`config.mk`:
```
export PLATFORM = sky130hd
export DESIGN_NAME = get_data_capture_ctrl_flat
export DESIGN_NICKNAME = d
export VERILOG_FILES = /design/src/rtl/get_data_capture_ctrl_if.sv /design/src/rtl/get_data_capture_ctrl.sv /design/src/flat_wrapper.sv
export SDC_FILE = /design/constraint.sdc
export NUM_CORES = 1
export LEC_CHECK = 0
export CORE_AREA = 2 2 102 104
export DETAILED_ROUTE_END_ITERATION = 7
export DIE_AREA = 0 0 104 106
export PLACE_DENSITY = 0.75
export SLEW_MARGIN = 25
export SYNTH_ARGS = -nofsm -noshare
export SYNTH_HDL_FRONTEND = slang
export SYNTH_SLANG_ARGS = --single-unit
```
`constraint.sdc`:
```
create_clock -name user_clk -period 2 [get_ports user_clk]
set_input_delay 0.3 -clock user_clk [delete_from_list [all_inputs] [get_ports user_clk]]
set_output_delay 0.3 -clock user_clk [all_outputs]
set_load 0.01 [all_outputs]
```
`src/rtl/get_data_capture_ctrl_if.sv`:
```
// Capture-controller bus: control word, sample stream, BRAM write port, status.
// Latency: n/a (signal bundle only).
// Backpressure: none; data_valid qualifies samples, the BRAM port cannot stall.
//
// master drives ctrl_word/sync_in/data_in/data_valid and observes the rest;
// slave (the controller) is the opposite side.
interface get_data_capture_ctrl_if #(
    parameter int DATA_W = 32,
    parameter int ADDR_W = 10
);
    logic [31:0]       ctrl_word;
    logic              sync_in;
    logic [DATA_W-1:0] data_in;
    logic              data_valid;
    logic [ADDR_W-1:0] bram_addr;
    logic [DATA_W-1:0] bram_din;
    logic              bram_we;
    logic [31:0]       status_word;
    logic              done_pulse;

    modport master (
        output ctrl_word, sync_in, data_in, data_valid,
        input  bram_addr, bram_din, bram_we, status_word, done_pulse
    );

    modport slave (
        input  ctrl_word, sync_in, data_in, data_valid,
        output bram_addr, bram_din, bram_we, status_word, done_pulse
    );
endinterface

```
`src/rtl/get_data_capture_ctrl.sv`:
```
// Arm / sync-triggered snapshot capture of N valid samples into a BRAM.
// Latency: accepted sample reaches the BRAM write port one cycle later.
// Backpressure: none; samples are accepted whenever data_valid is high while capturing.
//
// Ports: user_clk, user_rst_n (async, active-low), bus (slave modport):
//   ctrl_word [0] arm (rising edge), [1] abort (level), [31:16] sample count N
//   sync_in, data_in, data_valid            sample stream and trigger
//   bram_addr, bram_din, bram_we            snapshot write port
//   status_word [0] armed [1] capturing [2] done [3] timeout [31:16] samples written
//   done_pulse                              one cycle, coincides with the final write
// Optional macro GET_DATA_TIMEOUT_EN: ARMED gives up after TIMEOUT_CYC cycles without sync.
module get_data_capture_ctrl #(
    parameter int DATA_W      = 32,
    parameter int ADDR_W      = 10,
    parameter int TIMEOUT_CYC = 1000000
) (
    input  logic                    user_clk,
    input  logic                    user_rst_n,
    get_data_capture_ctrl_if.slave  bus
);
    localparam logic [1:0] S_IDLE    = 2'd0;
    localparam logic [1:0] S_ARMED   = 2'd1;
    localparam logic [1:0] S_CAPTURE = 2'd2;
    localparam logic [1:0] S_DONE    = 2'd3;

    // Count needs one extra bit so a full buffer (2^ADDR_W) is representable.
    localparam int               CNT_W = ADDR_W + 1;
    localparam logic [CNT_W-1:0] DEPTH = {1'b1, {ADDR_W{1'b0}}};

    logic [1:0]        state;
    logic [31:0]       ctrl_q;
    logic              ctrl_prev;
    logic [CNT_W-1:0]  len_q;
    logic [CNT_W-1:0]  len_next;
    logic [CNT_W-1:0]  acc_cnt;
    logic [CNT_W-1:0]  acc_inc;
    logic              we_q;
    logic [ADDR_W-1:0] addr_q;
    logic [DATA_W-1:0] din_q;
    logic              pulse_q;
    logic              done_q;
    logic              tmo_flag;
    logic              tmo_fire;

    logic arm_edge;
    logic abort;
    logic arm_go;
    logic accept;
    logic last;
    logic unused_ctrl_bits;

    assign unused_ctrl_bits = ^ctrl_q[15:2];

    assign abort    = ctrl_q[1];
    assign arm_edge = ctrl_q[0] & ~ctrl_prev;
    assign arm_go   = arm_edge & ~abort & ((state == S_IDLE) | (state == S_DONE));

    // The sync cycle itself may carry sample 0.
    assign accept  = bus.data_valid & ~abort &
                     (((state == S_ARMED) & bus.sync_in) | (state == S_CAPTURE));
    assign acc_inc = acc_cnt + CNT_W'(1);
    assign last    = accept & (acc_inc == len_q);

    // N=0 and oversize N both mean "fill the whole buffer".
    always_comb begin
        len_next = CNT_W'(ctrl_q[31:16]);
        if ((ctrl_q[31:16] == 16'd0) || ({16'd0, ctrl_q[31:16]} > 32'(DEPTH)))
            len_next = DEPTH;
    end

    always_ff @(posedge user_clk or negedge user_rst_n) begin
        if (!user_rst_n) begin
            ctrl_q    <= '0;
            ctrl_prev <= 1'b0;
            state     <= S_IDLE;
            len_q     <= '0;
            acc_cnt   <= '0;
            we_q      <= 1'b0;
            addr_q    <= '0;
            din_q     <= '0;
            pulse_q   <= 1'b0;
            done_q    <= 1'b0;
        end else begin
            ctrl_q    <= bus.ctrl_word;
            ctrl_prev <= ctrl_q[0];

            we_q    <= accept;
            pulse_q <= last | tmo_fire;
            if (accept) begin
                addr_q  <= acc_cnt[ADDR_W-1:0];
                din_q   <= bus.data_in;
                acc_cnt <= acc_inc;
            end

            // done follows the pulse by one cycle; an abort landing in that
            // cycle suppresses it.
            if (arm_go)
                done_q <= 1'b0;
            else if (pulse_q && !abort)
                done_q <= 1'b1;

            if (arm_go) begin
                len_q   <= len_next;
                acc_cnt <= '0;
            end

            if (abort) begin
                state <= S_IDLE;
            end else begin
                case (state)
                    S_IDLE, S_DONE: if (arm_edge) state <= S_ARMED;
                    S_ARMED: begin
                        if (bus.sync_in)
                            state <= last ? S_DONE : S_CAPTURE;
                        else if (tmo_fire)
                            state <= S_DONE;
                    end
                    S_CAPTURE: if (last) state <= S_DONE;
                    default: state <= S_IDLE;
                endcase
            end
        end
    end

`ifdef GET_DATA_TIMEOUT_EN
    localparam int TW = $clog2(TIMEOUT_CYC + 1);
    logic [TW-1:0] tmo_cnt;

    // sync_in in the terminal cycle takes precedence over the timeout.
    assign tmo_fire = (state == S_ARMED) & ~bus.sync_in & ~abort &
                      (tmo_cnt == TW'(TIMEOUT_CYC - 1));

    always_ff @(posedge user_clk or negedge user_rst_n) begin
        if (!user_rst_n) begin
            tmo_cnt  <= '0;
            tmo_flag <= 1'b0;
        end else if (arm_go) begin
            tmo_cnt  <= '0;
            tmo_flag <= 1'b0;
        end else if (tmo_fire) begin
            tmo_flag <= 1'b1;
        end else if (state == S_ARMED) begin
            tmo_cnt <= tmo_cnt + TW'(1);
        end
    end
`else
    assign tmo_fire = 1'b0;
    assign tmo_flag = 1'b0;
`endif

    assign bus.bram_we     = we_q;
    assign bus.bram_addr   = addr_q;
    assign bus.bram_din    = din_q;
    assign bus.done_pulse  = pulse_q;
    assign bus.status_word = {16'(acc_cnt), 12'd0, tmo_flag, done_q,
                              state == S_CAPTURE, state == S_ARMED};
endmodule

```
`src/flat_wrapper.sv`:
```
// flat-port wrapper written by rule: the top's interface ports become plain ports
module get_data_capture_ctrl_flat 
#(
    parameter int DATA_W      = 32,
    parameter int ADDR_W      = 10,
    parameter int TIMEOUT_CYC = 1000000
)
  (user_clk, user_rst_n, bus_ctrl_word, bus_sync_in, bus_data_in, bus_data_valid, bus_bram_addr, bus_bram_din, bus_bram_we, bus_status_word, bus_done_pulse);
  get_data_capture_ctrl_if #(.DATA_W(DATA_W), .ADDR_W(ADDR_W)) bus_i ();
  input  logic user_clk;
  input  logic user_rst_n;
  input wire logic [$bits(bus_i.ctrl_word)-1:0] bus_ctrl_word;
  input wire logic [$bits(bus_i.sync_in)-1:0] bus_sync_in;
  input wire logic [$bits(bus_i.data_in)-1:0] bus_data_in;
  input wire logic [$bits(bus_i.data_valid)-1:0] bus_data_valid;
  output wire logic [$bits(bus_i.bram_addr)-1:0] bus_bram_addr;
  output wire logic [$bits(bus_i.bram_din)-1:0] bus_bram_din;
  output wire logic [$bits(bus_i.bram_we)-1:0] bus_bram_we;
  output wire logic [$bits(bus_i.status_word)-1:0] bus_status_word;
  output wire logic [$bits(bus_i.done_pulse)-1:0] bus_done_pulse;
  assign bus_i.ctrl_word = bus_ctrl_word;
  assign bus_i.sync_in = bus_sync_in;
  assign bus_i.data_in = bus_data_in;
  assign bus_i.data_valid = bus_data_valid;
  assign bus_bram_addr = bus_i.bram_addr;
  assign bus_bram_din = bus_i.bram_din;
  assign bus_bram_we = bus_i.bram_we;
  assign bus_status_word = bus_i.status_word;
  assign bus_done_pulse = bus_i.done_pulse;
  get_data_capture_ctrl #(.DATA_W(DATA_W), .ADDR_W(ADDR_W), .TIMEOUT_CYC(TIMEOUT_CYC)) u_core (.user_clk(user_clk), .user_rst_n(user_rst_n), .bus(bus_i));
endmodule
```
==> flow_summary.toml, run 1 <==
[synth]
yosys.area_share.xor_xnor_pct = 3.82
ys_seq_elements = 88
synth-seq-area-share_pct = 57.1
muxShareOfSynthArea_pct = 13.2
synth_warnings = 0
synth_top_family_by_area = "multiplexers"
synthArstFlopShare_pct = 100
synth_top_area_cell = "dfrtp_1"
synth_fa_ha_area_share_pct = 0.972
synth-edff-count = 0
synth.top_cell.area_share_pct = 57.1
syn_area_sq_um = 3860
synth_area_leaders = "dfrtp_1 57%, mux2_2 12%, buf_4 3.9%"
synthFlopType = "dfrtp_1"
synthSimpleGateAreaFrac_pct = 9.98
syn_area_per_cell_sq_um = 12.7
syn_inst = 303
synth_compound_area_share_pct = 8.69
yosysUniqueCellTypes = 52

[sta]
timing.final.crit_share_pct = 101
setup_ws_ps = -13.9
rsz0062_at_grt = "yes"
setup_viol = 1
relSlewSlack_pct = 65.4
fin_crit_ps = 2010
tightest_slew_ps = 519
maxSlewViolCount = 0
fmax_mhz = 497
finClkSkew_ps = 7.46
final_hold_viol_count = 0

[critical_path]
crit_fanout = 4
criticalPathCategory = "flip-flop to flip-flop"
worstPathArrival_ps = 2260
cpMaxStageDelayCell = "dfrtp_1"
critPathMaxStageDelay_ps = 430
crit_chain = "inv_1 > ha_2 > a21oi_2 > nor3b_4 > nand4_1 > a2111oi_4 > nand4b_2 > mux2_4"
worst_setup_path_end_kind = "flip-flop"
required_ps = 2240
cp-start-kind = "flip-flop"

[die]
core-area_sq_um = 10000
dieArea_sq_um = 11000
ios = 144
die_width_um = 104
die_y_um = 106
rows = 37
start_util_pct = 38.6

[global_route]
antenna_found_initial = 0
grt_max_degree = 43
grt_pass1_vias = 2803
grt_pass1_wl_um = 13600
grt.overflow.total = 0
grt_usage_pct = 15.4

[finish]
fin_nets = 509
drive_gt1_share_pct = 26.0
fill_cells = 885
final_core_util_pct = 55.0
area_growth_pct = 42.4
antennaDiodeCount = 0

[power_and_ir_drop]
irDropWorstVdd_v = 0.000601
p_leak_nw = 2.40
power_density_nw_per_um2 = 1030
power.total_mw = 5.65

[placed_design]
place_hpwl_um = 6160
port_buffers = 111
place_congestion = 0.840

[detailed_routing]
vias = 2756
wl_um = 8110
vias_per_cell = 4.76
drc = 0
first_pass_iters = 4
drtAntennaViolNets = 0
wire_per_inst_um = 14.0
drt_iter0_markers = 111

[clock_tree]
cts_max_level = 3
cts-root-buf = "clkbuf_8"
clockBufferDepth = 2
cts_tree = "done"
cts_sinks = 88
clock_latency_ps = 350
clkTransAtPathRegs_ps = 90
numCtsBuffers = 9

[status]
status = "complete, but fails checks"
violations = "setup timing"

[hold_path]
holdCritPathClass = "primary input to flip-flop"

[job]
cap_viol_max_count = 0
cell families after synthesis:
logic type,after synthesis
flops,88
buf+inv,38
other cells,1
simple gates,66
xor+xnor,16
fa+ha+maj,3
compound gates,46
mux,45
worst max-delay path: cells and delay by family, from the launching register on:
kind | cells | cell delay, ps
buf+inv | 1 | 70
flops | 1 | 430
compound gates | 2 | 310
mux | 1 | 320
fa+ha+maj | 1 | 180
simple gates | 3 | 580
cell usage in the layout, fill, tap and decap left out, types with 2 or more instances in the layout:
| master | count |
|---|---|
| nand2_1 | 14 |
| nor2b_1 | 2 |
| nand3b_1 | 2 |
| and3_2 | 2 |
| nand3_1 | 5 |
| nand2b_1 | 2 |
| nor4_1 | 4 |
| buf_4 | 27 |
| clkdlybuf4s50_1 | 108 |
| o31ai_1 | 3 |
| mux2i_1 | 2 |
| buf_12 | 2 |
| a22o_1 | 10 |
| o21ai_0 | 15 |
| nand2b_2 | 2 |
| dfrtp_2 | 4 |
| inv_6 | 2 |
| xor2_1 | 4 |
| conb_1 | 18 |
| clkbuf_8 | 9 |
| clkinvlp_4 | 2 |
| nand4_1 | 3 |
| mux2_2 | 42 |
| nor2_1 | 13 |
| nand2_2 | 2 |
| dfrtp_1 | 84 |
| inv_1 | 5 |
| nor3_1 | 2 |
| a21oi_1 | 6 |
| xnor2_1 | 10 |
| nor2_2 | 2 |
per-layer routing:
layer / vias up / wire length, um / track usage, %
li1: 1304 / - / -
met2: 99 / 4060 / 26.0
met3: 9 / 501 / 4.05
met1: 1344 / 3460 / 19.0
met5: - / 0 / 0
met4: 0 / 95 / 5.69
Yosys cell counts, types with 5 or more instances:
| cell type | number |
|---|---|
| dfrtp_1 | 88 |
| mux2_2 | 42 |
| buf_4 | 20 |
| nand2_1 | 15 |
| o21ai_0 | 15 |
| nor2_1 | 13 |
| xnor2_1 | 11 |
| a22o_1 | 10 |
| a21oi_1 | 7 |
| buf_2 | 6 |
| clkbuf_1 | 5 |
| inv_1 | 5 |
| nand3_1 | 5 |
layout make-up:
cell class	count	area, sq um	area share [%]
Clock buffer	10	128	2.32
Sequential cell	88	2210	40.1
Timing Repair Buffer	140	1360	24.6
Tap cell	136	170	3.10
Clock inverter	6	67.6	1.23
Multi-Input combinational cell	194	1550	28.2
Inverter	5	18.8	0.341
report_power, final:
group | total, mW | internal, mW | switching (mW) | leakage, nW
clock network | 1.22 | 0.585 | 0.639 | 0.0933
logic | 2.01 | 1.24 | 0.771 | 1.20
registers | 2.42 | 2.18 | 0.233 | 1.11
total | 5.65 | 4.01 | 1.64 | 2.40
metrics by stage:
stage               instance area, sq um  hold WS (ps)  setup TNS (ps)  setup slack, ps  instances
floorplan                           3940          4.41               0             42.8        320
global route                        5500           347           -1980             -126        579
detailed placement                  5220           318           -4400             -148        559
global placement                    5220           316           -3610             -119        559
CTS                                 5460           357           -18.4            -18.4        577
finish                              5500           379           -13.9            -13.9        579
flip-flops by register name (all words and copies together) (netlist names):
name / flops
u_core.bus.bram_we: 1
u_core.len_q: 11
u_core.ctrl_prev: 1
u_core.bus.bram_addr: 10
u_core.state: 2
u_core.done_q: 1
u_core.bus.bram_din: 32
u_core.bus.done_pulse: 1
u_core.ctrl_q: 18
u_core.acc_cnt: 11
repair_timing:
item	in CTS	in global routing
gates resized for setup	5	9
cloned	0	0
hold buffers	1	0
setup endpoints to repair	2	44
buffers inserted	1	2
endpoints found under the hold margin	39	0
pin swaps	2	2
final timing paths:
kind	from	endpoint	slack [ps]	depth (start not counted)
worst max-delay path	u_core.state[1]	u_core.state[1]	-10	8
worst min-delay path	bus_ctrl_word[20]	u_core.ctrl_q[20]	380	1
worst max register to register	u_core.state[1]	u_core.state[1]	-10	8
worst min register to register	u_core.ctrl_q[0]	u_core.ctrl_prev	420	0
max in group asynchronous	user_rst_n	u_core.bus.bram_din[25]	970	3
min in group asynchronous	user_rst_n	u_core.ctrl_q[29]	470	2
Power figures use the tool's default switching activity.
==> run 2, diff against run 1 <==
- GPL_TIMING_DRIVEN: default -> 0
==> run 2 against run 1 <==
Effect of this change:
- the run still ends with setup timing left
- routed wire length up 6.2%
- critical path depth up 1
- maximum frequency down 3.9%
- clock skew up 1.6 ps
- die area unchanged
- clock-buffer cell count down 1
- highest routed layer unchanged
- setup slack worse by 81 ps
- worst hold slack worse by 52 ps
- clock power up 5%
- sequential share of layout area down 0.78 points
- register-to-register slack worse by 80 ps
- global-route usage up 0.60 points
==> flow_summary.toml, run 2 (synthesized netlist as in run 1, its figures left out) <==
[status]
violations = "setup timing"
status = "complete, but fails checks"

[finish]
regArea_sq_um = 2210
final_core_util_pct = 56.0
largest_register_ffs = 32
area_growth_pct = 45.2
finalInstanceArea_sq_um = 5600
fin_nets = 522
multiInputGateArea_sq_um = 1560
final_cell_mix = "110 x clkdlybuf4s50_1, 85 x dfrtp_1, 42 x mux2_2, 29 x buf_4, 18 x conb_1"
fill_cells = 879
antennaDiodeCount = 0
drive_gt1_share_pct = 28.3
final_common_cell = "clkdlybuf4s50_1"
fin_cells = 592

[critical_path]
crit_fanout = 4
r2r_start = "u_core.state[0]"
required_ps = 2260
r2r-end = "u_core.state[1]"
worstPathArrival_ps = 2350
worst_setup_path_end_kind = "flip-flop"
cp-start-kind = "flip-flop"
endpoint = "u_core.state[1]"
r2r_slack_ps = -90
cp-startpoint = "u_core.state[0]"
criticalPathCategory = "flip-flop to flip-flop"
ff2ff_path_depth = 9

[placed_design]
placedCellCount = 568
port_buffers = 111
place_congestion = 0.862
place_hpwl_um = 6360
dpl_worst_slack_ps = -352
place_area_sq_um = 5250

[clock_tree]
numCtsBuffers = 9
cts_tree = "done"
cts_max_level = 3
clock_latency_ps = 370
cts-root-buf = "clkbuf_8"
cts_sinks = 88
clkTransAtPathRegs_ps = 90
clockBufferDepth = 2

[detailed_routing]
drc = 0
vias_per_cell = 4.74
first_pass_iters = 4
wl_um = 8610
vias = 2808
wire_per_inst_um = 14.5
drtAntennaViolNets = 0
drt_iter0_markers = 120

[sta]
final_hold_viol_count = 0
timing.final.crit_share_pct = 105
finClkSkew_ps = 9.04
setup_ws_ps = -94.6
maxSlewViolCount = 0
rsz0062_at_grt = "yes"
fmax_mhz = 477
setup_viol = 2
holdWs_ps = 328
setup_tns_ps = -109
fin_crit_ps = 2090

[global_route]
grt_usage_pct = 16.0
grt_pass1_wl_um = 13900
grt_pass1_vias = 2812
grt_max_degree = 69
grt.overflow.total = 0
antenna_found_initial = 0

[power_and_ir_drop]
p_leak_nw = 2.46
power_density_nw_per_um2 = 1030
power.total_mw = 5.75
irDropWorstVdd_v = 0.000686

[die]
start_util_pct = 38.6
ios = 144
core-area_sq_um = 10000
die_width_um = 104
die_y_um = 106
dieArea_sq_um = 11000
rows = 37

[hold_path]
holdCritPathClass = "primary input to async pin"

[job]
cap_viol_max_count = 0
-- run 2: cell types whose count changed in the layout (fill, tap and decap cells not counted), moves of 2 or more --
cell / previous run / this run
buf_12: 2 / 0
buf_4: 27 / 29
buf_6: 0 / 4
clkbuf_4: 0 / 4
clkdlybuf4s50_1: 108 / 110
clkinv_4: 0 / 2
ha_4: 1 / 3
nor2_1: 13 / 11
-- run 2: worst min-delay path by stage --
stage	end	depth (start not counted)	slack (ps)	from
after floorplan	u_core.acc_cnt[0]	0	4	user_rst_n
after global placement	u_core.ctrl_prev	0	390	u_core.ctrl_q[0]
after detailed placement	u_core.ctrl_q[30]	1	160	user_rst_n
after CTS	u_core.ctrl_prev	2	320	user_rst_n
after global routing	u_core.ctrl_q[1]	2	330	user_rst_n
final	u_core.ctrl_prev	2	330	user_rst_n
-- run 2: cell type report --
class                   instances  area share [%]
flip-flops and latches         88            39.4
multi-input cells             194            27.8
repair buffers                121            21.6
plain buffers                  32            4.26
well taps                     136            3.04
clock buffers                   9            2.21
clock inverters                 7            1.43
inverters                       5           0.335
-- run 2: routing by layer --
| layer | routed length [um] | track usage, % |
|---|---|---|
| met4 | 249 | 8.69 |
| met5 | 0 | 0 |
| met3 | 544 | 3.43 |
| met2 | 4310 | 27.1 |
| met1 | 3510 | 19.1 |
-- run 2: worst max-delay path: stages (launching register included) --
cell,delay [ps]
dfrtp_1,400
buf_4,150
ha_4,150
a21oi_2,50
nor3b_2,150
buf_4,160
nand4_1,150
a2111oi_4,250
nand4b_2,200
mux2_4,320
-- run 2: timing repair --
item,in CTS,in global routing
setup buffers,7,1
endpoints found under the setup margin,58,52
hold buffers,1,0
resized for setup,10,18
pin swaps,1,1
endpoints found under the hold margin,20,0
-- run 2: power breakdown --
| group | internal, mW | total (mW) | leakage [nW] | switching [mW] |
|---|---|---|---|---|
| Combinational | 1.26 | 2.05 | 1.26 | 0.787 |
| Sequential | 2.18 | 2.42 | 1.11 | 0.241 |
| Clock | 0.590 | 1.28 | 0.0964 | 0.689 |
